[src/rtl/axi_burst_master_pkg.sv]
// rtl/axi_burst_master_pkg.sv - shared encodings and helpers for the AXI burst master
package axi_burst_master_pkg;

    typedef enum logic [2:0] {
        ST_IDLE    = 3'd0,
        ST_RD_ADDR = 3'd1,
        ST_RD_DATA = 3'd2,
        ST_WR_ADDR = 3'd3,
        ST_WR_DATA = 3'd4,
        ST_WR_RESP = 3'd5
    } state_t;

    localparam logic [1:0] AXI_BURST_INCR = 2'b01;
    localparam logic [2:0] AXI_SIZE_4B    = 3'b010;
    localparam logic [1:0] AXI_RESP_OKAY  = 2'b00;

    // cmd_user layout: {is_read, len-1}
    localparam int CMD_USER_W      = 9;
    localparam int CMD_IS_READ_BIT = 8;
    localparam int CMD_LEN_MSB     = 7;
    localparam int CMD_LEN_LSB     = 0;

    // A burst of (len_m1+1) words starting at addr must end at or before the 4KB page end.
    function automatic logic crosses_4kb(input logic [31:0] addr, input logic [7:0] len_m1);
        logic [12:0] end_off;
        end_off = {1'b0, addr[11:0]} + {3'b000, len_m1, 2'b00} + 13'd4;
        return end_off > 13'd4096;
    endfunction

endpackage

[src/rtl/axi_burst_master.sv]
// rtl/axi_burst_master.sv - single-outstanding AXI4 INCR burst master driven by AXIS commands
module axi_burst_master
    import axi_burst_master_pkg::*;
#(
    parameter string en_4kb_check = "true",
    parameter string en_expt_tip  = "false"
) (
    input  logic                  clk,
    input  logic                  rst,
    input  logic [31:0]           s_axis_cmd_data,
    input  logic [CMD_USER_W-1:0] s_axis_cmd_user,
    input  logic                  s_axis_cmd_valid,
    output logic                  s_axis_cmd_ready,
    input  logic [31:0]           s_axis_wt_data,
    input  logic [3:0]            s_axis_wt_keep,
    input  logic                  s_axis_wt_last,
    input  logic                  s_axis_wt_valid,
    output logic                  s_axis_wt_ready,
    output logic [31:0]           m_axis_rd_data,
    output logic                  m_axis_rd_last,
    output logic                  m_axis_rd_valid,
    input  logic                  m_axis_rd_ready,
    output logic [31:0]           m_axi_araddr,
    output logic [7:0]            m_axi_arlen,
    output logic [2:0]            m_axi_arsize,
    output logic [1:0]            m_axi_arburst,
    output logic                  m_axi_arvalid,
    input  logic                  m_axi_arready,
    input  logic [31:0]           m_axi_rdata,
    input  logic [1:0]            m_axi_rresp,
    input  logic                  m_axi_rlast,
    input  logic                  m_axi_rvalid,
    output logic                  m_axi_rready,
    output logic [31:0]           m_axi_awaddr,
    output logic [7:0]            m_axi_awlen,
    output logic [2:0]            m_axi_awsize,
    output logic [1:0]            m_axi_awburst,
    output logic                  m_axi_awvalid,
    input  logic                  m_axi_awready,
    output logic [31:0]           m_axi_wdata,
    output logic [3:0]            m_axi_wstrb,
    output logic                  m_axi_wlast,
    output logic                  m_axi_wvalid,
    input  logic                  m_axi_wready,
    input  logic [1:0]            m_axi_bresp,
    input  logic                  m_axi_bvalid,
    output logic                  m_axi_bready,
    output logic                  trans_done,
    output logic                  trans_err,
    output logic                  cmd_4kb_err,
    output logic                  wt_last_mismatch_err
);

    localparam bit CHK_4KB = (en_4kb_check == "true");
    localparam bit TIP_EN  = (en_expt_tip == "true");

    state_t      state;
    state_t      state_nxt;
    logic [31:0] addr_q;
    logic [7:0]  len_q;
    logic [7:0]  beat_cnt;
    logic        sticky_err;
    logic        arvalid_q;
    logic        awvalid_q;

    logic        rd_phase;
    logic        wr_phase;
    logic        resp_phase;
    logic        cmd_hs;
    logic        cmd_is_read;
    logic [7:0]  cmd_len;
    logic        cmd_bad;
    logic        cmd_go;
    logic        ar_hs;
    logic        aw_hs;
    logic        r_hs;
    logic        w_hs;
    logic        b_hs;
    logic        wlast_i;

    // Phase qualifiers drop to 0 during reset so nothing leaks out in the reset cycle.
    assign rd_phase    = (state == ST_RD_DATA) && !rst;
    assign wr_phase    = (state == ST_WR_DATA) && !rst;
    assign resp_phase  = (state == ST_WR_RESP) && !rst;

    assign cmd_is_read = s_axis_cmd_user[CMD_IS_READ_BIT];
    assign cmd_len     = s_axis_cmd_user[CMD_LEN_MSB:CMD_LEN_LSB];
    assign cmd_hs      = s_axis_cmd_valid && (state == ST_IDLE) && !rst;
    assign cmd_bad     = CHK_4KB && crosses_4kb(s_axis_cmd_data, cmd_len);
    assign cmd_go      = cmd_hs && !cmd_bad;

    assign ar_hs       = arvalid_q && m_axi_arready;
    assign aw_hs       = awvalid_q && m_axi_awready;
    assign r_hs        = rd_phase && m_axi_rvalid && m_axis_rd_ready;
    assign w_hs        = wr_phase && s_axis_wt_valid && m_axi_wready;
    assign b_hs        = resp_phase && m_axi_bvalid;
    assign wlast_i     = wr_phase && (beat_cnt == len_q);

    // State register
    always_ff @(posedge clk) begin
        if (rst) state <= ST_IDLE;
        else     state <= state_nxt;
    end

    // Next-state: one transaction at a time, address phase then data then (writes) response
    always_comb begin
        state_nxt = state;
        case (state)
            ST_IDLE:    if (cmd_go) state_nxt = cmd_is_read ? ST_RD_ADDR : ST_WR_ADDR;
            ST_RD_ADDR: if (ar_hs) state_nxt = ST_RD_DATA;
            ST_RD_DATA: if (r_hs && m_axi_rlast) state_nxt = ST_IDLE;
            ST_WR_ADDR: if (aw_hs) state_nxt = ST_WR_DATA;
            ST_WR_DATA: if (w_hs && wlast_i) state_nxt = ST_WR_RESP;
            ST_WR_RESP: if (b_hs) state_nxt = ST_IDLE;
            default:    state_nxt = ST_IDLE;
        endcase
    end

    // Outputs: pass-through data paths gated by phase, plus single-cycle status pulses
    always_comb begin
        s_axis_cmd_ready     = (state == ST_IDLE) && !rst;
        m_axis_rd_data       = m_axi_rdata;
        m_axis_rd_valid      = rd_phase && m_axi_rvalid;
        m_axis_rd_last       = rd_phase && m_axi_rlast;
        m_axi_rready         = rd_phase && m_axis_rd_ready;
        m_axi_wdata          = s_axis_wt_data;
        m_axi_wstrb          = s_axis_wt_keep;
        m_axi_wvalid         = wr_phase && s_axis_wt_valid;
        s_axis_wt_ready      = wr_phase && m_axi_wready;
        m_axi_wlast          = wlast_i;
        m_axi_bready         = resp_phase;
        trans_done           = (r_hs && m_axi_rlast) || b_hs;
        trans_err            = 1'b0;
        if (r_hs && m_axi_rlast) trans_err = sticky_err || (m_axi_rresp != AXI_RESP_OKAY);
        else if (b_hs)           trans_err = (m_axi_bresp != AXI_RESP_OKAY);
        cmd_4kb_err          = cmd_hs && cmd_bad;
        wt_last_mismatch_err = TIP_EN && w_hs && (s_axis_wt_last != wlast_i);
    end

    // Command capture, address-valid holding, beat counting and read error accumulation
    always_ff @(posedge clk) begin
        if (rst) begin
            addr_q     <= '0;
            len_q      <= '0;
            beat_cnt   <= '0;
            sticky_err <= 1'b0;
            arvalid_q  <= 1'b0;
            awvalid_q  <= 1'b0;
        end else begin
            if (cmd_go) begin
                addr_q     <= s_axis_cmd_data;
                len_q      <= cmd_len;
                beat_cnt   <= '0;
                sticky_err <= 1'b0;
                arvalid_q  <= cmd_is_read;
                awvalid_q  <= !cmd_is_read;
            end
            if (ar_hs) arvalid_q <= 1'b0;
            if (aw_hs) awvalid_q <= 1'b0;
            if (r_hs && (m_axi_rresp != AXI_RESP_OKAY)) sticky_err <= 1'b1;
            if (w_hs) beat_cnt <= beat_cnt + 8'd1;
        end
    end

    assign m_axi_araddr  = addr_q;
    assign m_axi_arlen   = len_q;
    assign m_axi_arsize  = AXI_SIZE_4B;
    assign m_axi_arburst = AXI_BURST_INCR;
    assign m_axi_arvalid = arvalid_q;
    assign m_axi_awaddr  = addr_q;
    assign m_axi_awlen   = len_q;
    assign m_axi_awsize  = AXI_SIZE_4B;
    assign m_axi_awburst = AXI_BURST_INCR;
    assign m_axi_awvalid = awvalid_q;

endmodule
[config.mk]
export PLATFORM = sky130hd
export DESIGN_NAME = axi_burst_master
export DESIGN_NICKNAME = d
export VERILOG_FILES = /design/src/rtl/axi_burst_master_pkg.sv /design/src/rtl/axi_burst_master.sv
export SDC_FILE = /design/constraint.sdc
export NUM_CORES = 1
export LEC_CHECK = 0
export ABC_AREA = 0
export CAP_MARGIN = 20
export CORE_MARGIN = 2
export CORE_UTILIZATION = 31
export CTS_BUF_LIST = sky130_fd_sc_hd__clkbuf_16
export DETAILED_ROUTE_END_ITERATION = 8
export GPL_TIMING_DRIVEN = 1
export PLACE_DENSITY = 0.85
export SLEW_MARGIN = 20
export SYNTH_ARGS = -nofsm -noshare
export SYNTH_HDL_FRONTEND = slang
export SYNTH_SLANG_ARGS = --single-unit
export TNS_END_PERCENT = 100
[constraint.sdc]
create_clock -name clk -period 2.5 [get_ports clk]
set_input_delay 0.25 -clock clk [delete_from_list [all_inputs] [get_ports clk]]
set_output_delay 0.25 -clock clk [all_outputs]
set_load 0.02 [all_outputs]
# == Word level (Yosys, flattened, before mapping) ==
# Cells that the tools add are included.
# word_totals
register_bits,54
# op_classes
add_sub_neg,3
n_lt_le_gt_ge,1
eq_ne,12
n_mux,14
reduce_logical,35
# ops
op,count
1-bit logical AND,22
3-bit two-way mux,6
3-bit one-hot mux with 6 select lines,1
8-bit two-way mux,2
12-bit by 10-bit adder with 13-bit output,1
"13-bit by 3-bit adder with 13-bit output, second input constant",1
"13-bit greater-than comparator, second input constant",1
"8-bit by 1-bit adder with 8-bit output, second input constant",1
8-bit equality test,1
"2-bit != test, second input constant",4
2-bit nonzero test,4
"3-bit by 2-bit equality test with 1-bit output, second input constant",2
"3-bit equality test, second input constant",2
6-bit AND reduction,1
1-bit two-way mux,4
"2-bit by 1-bit != test with 1-bit output, second input constant",2
2-bit OR reduction,2
"3-bit by 1-bit equality test with 1-bit output, second input constant",1
1-bit zero test,3
3-bit zero test,1
1-bit logical OR,2
2-bit two-way mux,1

# == Depth between registers and ports, before layout ==
# Gate-level depths: netlist of run 1.
# depth
ltp_word,7
ltp_mapped,14
depth_no_buf,13

# == Worst setup path before layout of run 1 ==
# OpenSTA, ideal clock, no wires.
# synth_path
path_type,input to register
from,input port s_axis_cmd_data[3]
to,register addr_q[5] (netlist: m_axi_araddr[5])
setup_ps,132
t_arrival_ps,2615
required_ps,2368
path_slack_ps,-247
cell_stages,12
n_path_buf,1
path_cell_list,ha_1 > ha_1 > inv_1 > fa_1 > nand2b_1 > a21oi_1 > o21ai_1 > a2111oi_4 > a31oi_2 > clkbuf_2 > o21ai_0 > a21oi_1
# synth_via
elab_chain_len,5
# synth_lines
item,line_no,text
"start, declared",axi_burst_master.sv:10,"input logic [31:0] s_axis_cmd_data,"
12-bit by 10-bit adder with 13-bit output,axi_burst_master_pkg.sv:26,"end_off = {1'b0, addr[11:0]} + {3'b000, len_m1, 2'b00} + 13'd4;"
13-bit by 3-bit adder with 13-bit output,axi_burst_master_pkg.sv:26,
13-bit greater-than comparator,axi_burst_master_pkg.sv:27,return end_off > 13'd4096;
1-bit zero test,axi_burst_master.sv:90,assign cmd_go = cmd_hs && !cmd_bad;
1-bit logical AND,axi_burst_master.sv:90,
"end signal, assigned",axi_burst_master.sv:151,addr_q <= s_axis_cmd_data;
"end, declared",axi_burst_master.sv:59,logic [31:0] addr_q;
# No other way between the ends.
# A chain may end at the register's enable or synchronous reset.

# == Worst setup path in the final report of run 1 ==
# layout_path
from,input port s_axis_cmd_data[3]
to,output port cmd_4kb_err
# layout_via
elab_chain_len,4
# layout_lines
item,line_no,text
12-bit by 10-bit adder with 13-bit output,axi_burst_master_pkg.sv:26,
13-bit by 3-bit adder with 13-bit output,axi_burst_master_pkg.sv:26,
13-bit greater-than comparator,axi_burst_master_pkg.sv:27,
1-bit logical AND,axi_burst_master.sv:136,cmd_4kb_err = cmd_hs && cmd_bad;
"end, declared",axi_burst_master.sv:50,"output logic cmd_4kb_err,"
# No other way between the ends.

==> flow_summary.rst, run 1 <==
.. list-table::
   :header-rows: 1

   * - Metric
     - Value
   * - Pin count of the biggest net entering global routing
     - 47
   * - Leakage power total
     - 2.05 nW
   * - Failing checks
     - negative setup slack
   * - Area of all placed cells without fillers
     - 5570 µm²
   * - Final Hold Violating Endpoints
     - 0
   * - Synth-to-Final Area Change
     - 46.3%
   * - Seq. cell area
     - 1080 µm²
   * - Ys flop type
     - sky130_fd_sc_hd__dfxtp_1
   * - Clock tree skew after final layout
     - 0.00976 ns
   * - Syn Area/Cell
     - 7.97 µm²
   * - Combined area of the multi-input logic cells
     - 2070 µm²
   * - Max-capacitance violation count
     - 0
   * - Die area
     - 13200 µm²
   * - RSZ-0062 raised after global routing
     - true
   * - Hold Path Class
     - in2reg
   * - ANT cells
     - 0
   * - FFs w/ async S/R, synth
     - 0%
   * - Number of ports placed on the die boundary
     - 297
   * - First-pass GRT wire length
     - 16.9 mm
   * - Placed Instance Area
     - 4940 µm²
   * - Final WS setup
     - -0.138 ns
   * - Slew headroom
     - 62.4%
   * - Clock tree from TritonCTS
     - yes
   * - DRC violation count after routing
     - 0
   * - Via count of the routed design
     - 3565
   * - CTS max path bufs
     - 2
   * - Worst EP arrival
     - 2.39 ns
   * - Synth Warn #
     - 0
   * - Area share of the largest cell type after synthesis
     - 28.4%
   * - Data required time of the worst path
     - 2.25 ns
   * - Crit. End Element
     - output port
   * - Highest fanout seen on the critical path
     - 2
   * - Number of enable flip-flop cells after synthesis
     - 0
   * - Register clock-pin slew on the reported worst setup and hold paths
     - 0.08 ns
   * - Final critical-path share of the clock period
     - 106%
   * - Sequential area share after synthesis
     - 28.4%
   * - Crit path time final
     - 2.64 ns
   * - H-Tree Level Count
     - 2
   * - Clock insertion delay at the later pin of the skew report
     - 0.30 ns
   * - CTS hold repair buffers
     - 0
   * - Global route total overflow
     - 0
   * - Net count reported at finish
     - 694
   * - Number of antenna violations at the first check in global routing
     - 0
   * - Clock tree sinks
     - 54
   * - Standard-cell rows
     - 40
   * - Power Dens Cells
     - 488 nW/µm²
   * - Worst vdd rail ir drop
     - 0.248 mV
   * - Crit path kind
     - in2out
   * - Number of global-route vias before repair
     - 3286
   * - Fillers
     - 1161
   * - Routed wire length per instance
     - 16.9 µm
   * - DRC violation total after the first TritonRoute iteration
     - 239
   * - Startpoint Class
     - input pin
   * - Status
     - finished, violations left
   * - Vias per cell
     - 5.10
   * - Number of distinct library cells after synthesis
     - 49
   * - Number of input and output port buffers inserted
     - 148
   * - Total detailed-routing wirelength
     - 11.8 mm
   * - Dominant cells by area after synthesis
     - sky130_fd_sc_hd__dfxtp_1 28%, sky130_fd_sc_hd__buf_4 24%, sky130_fd_sc_hd__a21oi_1 6.2%, sky130_fd_sc_hd__nand3_1 5.8%, sky130_fd_sc_hd__ha_1 5.6%
   * - Overall Global Routing Usage
     - 16.1%
   * - Half-perimeter wire length after detailed placement
     - 8.53 mm
   * - Final setup vio count
     - 51
   * - Share of final-layout standard cells stronger than drive strength 1
     - 23.9%
   * - Clock root buffer
     - sky130_fd_sc_hd__clkbuf_16
   * - Total standard cell area after synthesis
     - 3810 µm²
   * - Number of standard cells in the final layout excluding fillers
     - 699
   * - Initial DRT Pass Iterations
     - 4
   * - Die outline width
     - 115 µm
   * - Placed cells
     - 677
   * - Routability congestion estimate from global placement
     - 0.827
   * - Final antenna-violating net count
     - 0
   * - Core region area
     - 12000 µm²
   * - Synthesized netlist cell count
     - 478
   * - Number of synthesized register bits
     - 54
   * - Die span in y
     - 115 µm
   * - Clock buffer count from CTS
     - 5
   * - Library cell with the largest summed area after synthesis
     - sky130_fd_sc_hd__dfxtp_1
   * - Peak Freq
     - 0.379 GHz
   * - Pins Over Slew Limit
     - 0
   * - Transition time at the pin with the least slew margin
     - 0.564 ns
   * - Effective utilization at floorplan
     - 31.7%
worst max-delay path, cell delays in order:
cell and delay, ns:
sky130_fd_sc_hd__buf_8 0.10, sky130_fd_sc_hd__ha_4 0.26, sky130_fd_sc_hd__ha_4 0.14, sky130_fd_sc_hd__inv_2 0.04, sky130_fd_sc_hd__fa_2 0.34, sky130_fd_sc_hd__nand2b_4 0.16
sky130_fd_sc_hd__a21oi_4 0.17, sky130_fd_sc_hd__buf_6 0.12, sky130_fd_sc_hd__a2111o_1 0.13, sky130_fd_sc_hd__o211ai_1 0.13, sky130_fd_sc_hd__a31o_4 0.29, sky130_fd_sc_hd__nor2_4 0.12
sky130_fd_sc_hd__buf_6 0.12
registers in the layout, summed over array words and instances (netlist names):
register       count
m_axi_araddr      32
beat_cnt           8
m_axi_arlen        8
state              3
m_axi_arvalid      1
m_axi_awvalid      1
sticky_err         1
cell usage after synthesis, types with 9 or more instances:
cell,count
sky130_fd_sc_hd__nand2_1,10
sky130_fd_sc_hd__o21ai_1,11
sky130_fd_sc_hd__a21oi_1,47
sky130_fd_sc_hd__nor2_1,15
sky130_fd_sc_hd__nand3_1,44
sky130_fd_sc_hd__buf_4,123
sky130_fd_sc_hd__inv_1,11
sky130_fd_sc_hd__o21ai_0,40
sky130_fd_sc_hd__clkbuf_1,20
sky130_fd_sc_hd__ha_1,17
sky130_fd_sc_hd__dfxtp_1,54
sky130_fd_sc_hd__xnor2_1,9
through the flow:
stage	hold slack, ns	setup slack [ns]	util, %	power, mW	TNS, ns
2_1_floorplan	0.367	0.000104	-	1.63	0
3_3_place_gp	0.482	-0.956	41.1	1.80	-40.38
3_5_place_dp	0.486	-1.03	41.1	1.81	-43.90
4_1_cts	0.205	-0.0858	44.4	2.68	-0.523
5_1_grt	0.232	-0.225	46.4	2.84	-6.90
6_report	0.220	-0.138	46.4	2.72	-3.09
area by class of cell:
cell class                 instances  area share [%]
multi-input combinational        275            37.2
sequential                        54            19.4
clock inverter                     3           0.741
timing repair buffer             204            36.4
tap                              147            3.30
inverter                          11           0.741
clock buffer                       5            2.25
final timing paths:
path	from	endpoint	slack, ns	cells past startpoint
worst max-delay path	s_axis_cmd_data[3]	cmd_4kb_err	-0.14	13
worst min-delay path	s_axis_cmd_user[0]	m_axi_arlen[0]$_SDFFE_PP0P_	0.22	3
worst max register to register	state[2]$_SDFFE_PP0P_	m_axi_araddr[11]$_SDFFE_PP0P_	0.57	7
worst min register to register	m_axi_araddr[26]$_SDFFE_PP0P_	m_axi_araddr[26]$_SDFFE_PP0P_	0.50	2
per-layer routing:
| layer | global-route usage (%) | vias to the layer above | share of wire [%] |
|---|---|---|---|
| li1 | - | 1684 | - |
| met1 | 19.4 | 1683 | 41 |
| met2 | 27.1 | 158 | 49 |
| met3 | 4.11 | 40 | 7.0 |
| met4 | 7.31 | 0 | 3.5 |
| met5 | 0 | - | 0 |
cell families (layout without fill, tap and decap cells):
group	after synthesis	in the layout	share of synthesized area (%)
xor gates and xnor gates	11	11	2.53
DFF	54	54	28.4
other	2	11	0.197
adders and majority gates	18	18	6.11
AOI/OAI and AO/OA	129	129	20.2
buffers and inverters	158	223	28.0
and+or+nand+nor	106	106	14.6
cells in the final DEF, fill, tap and decap left out, types with 3 or more instances in the layout:
master | netlist | routed
sky130_fd_sc_hd__a21oi_1 | 47 | 41
sky130_fd_sc_hd__a21oi_2 | 0 | 5
sky130_fd_sc_hd__a31oi_1 | 4 | 4
sky130_fd_sc_hd__and2_1 | 7 | 7
sky130_fd_sc_hd__and3_1 | 4 | 4
sky130_fd_sc_hd__buf_12 | 0 | 3
sky130_fd_sc_hd__buf_2 | 0 | 5
sky130_fd_sc_hd__buf_4 | 123 | 42
sky130_fd_sc_hd__buf_6 | 1 | 7
sky130_fd_sc_hd__buf_8 | 0 | 3
sky130_fd_sc_hd__clkbuf_16 | 0 | 9
sky130_fd_sc_hd__clkdlybuf4s15_1 | 0 | 4
sky130_fd_sc_hd__clkdlybuf4s15_2 | 0 | 4
sky130_fd_sc_hd__clkdlybuf4s50_1 | 0 | 129
sky130_fd_sc_hd__conb_1 | 2 | 11
sky130_fd_sc_hd__dfxtp_1 | 54 | 54
sky130_fd_sc_hd__ha_4 | 0 | 15
sky130_fd_sc_hd__inv_1 | 11 | 8
sky130_fd_sc_hd__inv_2 | 0 | 4
sky130_fd_sc_hd__nand2_1 | 10 | 8
sky130_fd_sc_hd__nand3_1 | 44 | 41
sky130_fd_sc_hd__nand3_2 | 0 | 3
sky130_fd_sc_hd__nand4_1 | 5 | 5
sky130_fd_sc_hd__nor2_1 | 15 | 12
sky130_fd_sc_hd__nor3_1 | 6 | 6
sky130_fd_sc_hd__o211ai_1 | 4 | 4
sky130_fd_sc_hd__o21ai_0 | 40 | 7
sky130_fd_sc_hd__o21ai_1 | 11 | 39
sky130_fd_sc_hd__o21ai_2 | 0 | 4
sky130_fd_sc_hd__xnor2_1 | 9 | 9
timing repair:
item,in CTS,in global routing
endpoints found under the setup margin,54,55
hold endpoints to repair,0,0
buffers inserted,5,5
resized for setup,85,30
pin swaps,18,15
gates cloned,0,4
power breakdown:
part	switching (mW)	internal [mW]	leakage (nW)
sequential	0.0396	0.905	0.439
clock	0.334	0.470	0.0812
combinational	0.485	0.489	1.53
Power figures use the tool's default switching activity.
==> run 2: changes to the inputs <==
Settings changed: PLACE_DENSITY 0.85 to 0.9.
==> run 2 against run 1 <==
Effect of this change:
- the run still ends with negative setup slack left
- clock power grew 2%
- maximum frequency is essentially flat
- worst hold slack lost 0.021 ns
- clock skew shrank 0.0033 ns
- utilization grew 0.42 points
==> flow_summary.rst, run 2 (synthesized netlist as in run 1, its figures left out) <==
.. list-table::
   :header-rows: 1

   * - Metric
     - Value
   * - Status
     - finished, violations left
   * - Failing checks
     - negative setup slack
   * - Effective utilization at floorplan
     - 31.7%
   * - Clock buffer count from CTS
     - 5
   * - DRC violation total after the first TritonRoute iteration
     - 167
   * - Final Hold Violating Endpoints
     - 0
   * - Startpoint Class
     - input pin
   * - Crit path time final
     - 2.64 ns
   * - Die outline width
     - 115 µm
   * - Die area
     - 13200 µm²
   * - Data required time of the worst path
     - 2.25 ns
   * - Most used cells in the layout excluding fill and tap cells
     - 130 x sky130_fd_sc_hd__clkdlybuf4s50_1, 54 x sky130_fd_sc_hd__dfxtp_1, 46 x sky130_fd_sc_hd__buf_4, 44 x sky130_fd_sc_hd__nand3_1, 42 x sky130_fd_sc_hd__a21oi_1
   * - Sw Pwr
     - 896 µW
   * - CTS max path bufs
     - 2
   * - Met1 demand-to-capacity share in global routing
     - 19.7%
   * - Tot Pwr
     - 2.77 mW
   * - Most common cell after layout, fill and taps aside
     - sky130_fd_sc_hd__clkdlybuf4s50_1
   * - Placed cells
     - 683
   * - Final critical-path share of the clock period
     - 106%
   * - Vias per cell
     - 5.08
   * - Worst setup slack after placement
     - -1.01 ns
   * - Die span in y
     - 115 µm
   * - Met2 capacity usage during global routing
     - 29.9%
   * - Transition time at the pin with the least slew margin
     - 0.758 ns
   * - Cell-by-cell listing of the critical path
     - buf_2, ha_4, ha_4, a21o_1, a2111oi_4, o21ai_2, a2111oi_4, a31o_4, nor2_4, buf_6
   * - Number of input and output port buffers inserted
     - 148
   * - Clock tree from TritonCTS
     - yes
   * - Number of global-route vias before repair
     - 3330
   * - Clock tree sinks
     - 54
   * - Synth-to-Final Area Change
     - 47.6%
   * - Routability congestion estimate from global placement
     - 0.836
   * - Via count of the routed design
     - 3561
   * - RSZ-0062 raised after global routing
     - true
   * - Total detailed-routing wirelength
     - 12.1 mm
   * - Clock share of power
     - 29.7%
   * - Hold Path Class
     - in2reg
   * - Clock insertion delay at the later pin of the skew report
     - 0.30 ns
   * - Number of ports placed on the die boundary
     - 297
   * - Clock root buffer
     - sky130_fd_sc_hd__clkbuf_16
   * - Crit. End Element
     - output port
   * - Worst vdd rail ir drop
     - 0.218 mV
   * - Final antenna-violating net count
     - 0
   * - Register clock-pin slew on the reported worst setup and hold paths
     - 0.07 ns
   * - Crit path kind
     - in2out
   * - Share of final-layout standard cells stronger than drive strength 1
     - 29.1%
   * - Highest fanout seen on the critical path
     - 2
   * - Number of antenna violations at the first check in global routing
     - 0
   * - Global route total overflow
     - 0
   * - Pins Over Slew Limit
     - 0
   * - Max-capacitance violation count
     - 0
   * - Power Dens Cells
     - 493 nW/µm²
   * - Flip-flop count of the largest register after layout
     - 32
   * - Delay of the slowest cell on the worst path
     - 0.40 ns
   * - Final WS setup
     - -0.138 ns
   * - Peak Freq
     - 0.379 GHz
   * - Leakage power total
     - 2.01 nW
   * - Combinational group share of total power
     - 36.0%
   * - Core region area
     - 12000 µm²
   * - Total negative slack for setup checks
     - -3.35 ns
   * - Met3 GRT Util
     - 4.48%
   * - First-pass GRT wire length
     - 17.6 mm
   * - Sequential share of power
     - 34.3%
   * - Standard-cell rows
     - 40
   * - Int Power
     - 1.88 mW
   * - DRC violation count after routing
     - 0
   * - Clock tree skew after final layout
     - 0.00647 ns
   * - Final setup vio count
     - 51
   * - Routed wire length per instance
     - 17.3 µm
   * - Overall Global Routing Usage
     - 17.0%
   * - Half-perimeter wire length after detailed placement
     - 8.54 mm
   * - Worst EP arrival
     - 2.39 ns
   * - H-Tree Level Count
     - 2
   * - ANT cells
     - 0
   * - Slew headroom
     - 49.5%
   * - Initial DRT Pass Iterations
     - 5
   * - Layer with the highest usage
     - met2
   * - Slowest cell on the critical path
     - sky130_fd_sc_hd__a2111oi_4
   * - Fraction of power spent switching nets
     - 32.3%
   * - Pin count of the biggest net entering global routing
     - 47
   * - Number of standard cells in the final layout excluding fillers
     - 701
   * - Net count reported at finish
     - 696
## run 2: cell types whose count changed in the layout (fill, tap and decap cells not counted), sizes merged
cell / before / now
clkdlybuf4s15: 8 / 4
clkinv: 0 / 1
clkinvlp: 1 / 0
buf: 60 / 67
dlygate4sd2: 1 / 0
clkdlybuf4s50: 129 / 130
dlymetal6s2s: 1 / 0
## run 2: per-stage QoR
step                utilization [%]  hold slack, ns  area [µm²]
floorplan                         -           0.367        3990
global placement               41.5           0.476        4980
detailed placement             41.5           0.486        4980
CTS                            45.6           0.185        5470
global route                   46.8           0.206        5620
finish                         46.8           0.200        5620
## run 2: worst max-delay path: cells and delay by family
kind / cells / cell delay [ns]
AO/OA/AOI/OAI: 5 / 1.35
AND/OR/NAND/NOR: 1 / 0.05
buffers and inverters: 2 / 0.25
adder cells (fa/ha/maj): 2 / 0.49
## run 2: repair_timing
item | 4_1_cts | 5_1_grt
hold buffers | 0 | 0
pin swaps | 33 | 10
gates resized for setup | 106 | 35
buffers inserted | 3 | 4
gates cloned | 1 | 2
hold endpoints to repair | 0 | 0
endpoints found under the setup margin | 54 | 57
## run 2: final cells by class
cell class | instances | area, µm²
repair buffers | 206 | 1980
multi-input cells | 275 | 2160
inverters | 11 | 41.3
well taps | 147 | 184
clock inverters | 3 | 42.5
clock buffers | 5 | 125
fillers | 1140 | 6390
flip-flops and latches | 54 | 1080
## run 2: power by group through the flow
stage / combinational, mW / clock [mW] / sequential, mW
final: 0.999 / 0.824 / 0.950
after floorplan: 0.620 / 0 / 1.01
after global routing: 1.07 / 0.890 / 0.957
after CTS: 0.955 / 0.855 / 0.950
after detailed placement: 0.862 / 0 / 0.966
after global placement: 0.848 / 0 / 0.965
## run 2: per-layer routing
layer / routed length (µm) / up-vias
met5: 0 / -
met4: 227 / 0
met3: 763 / 35
met2: 6150 / 135
met1: 4980 / 1686
li1: - / 1705
## run 2: path summary, 6_finish.rpt
check                                                      to                          start  cells after the start  slack, ns
worst max register to register  m_axi_araddr[11]$_SDFFE_PP0P_          state[2]$_SDFFE_PP0P_                      7       0.34
worst min register to register  m_axi_araddr[27]$_SDFFE_PP0P_  m_axi_araddr[27]$_SDFFE_PP0P_                      2       0.47
worst max-delay path                              cmd_4kb_err             s_axis_cmd_data[4]                     10      -0.14
worst min-delay path                  sticky_err$_SDFFE_PP0P_                            rst                      2       0.20
==> run 3: changes to the inputs <==
Settings changed: SLEW_MARGIN 20 to 10.
==> results of run 3 <==
Final layout, timing and power as in run 2 (identical DEF).
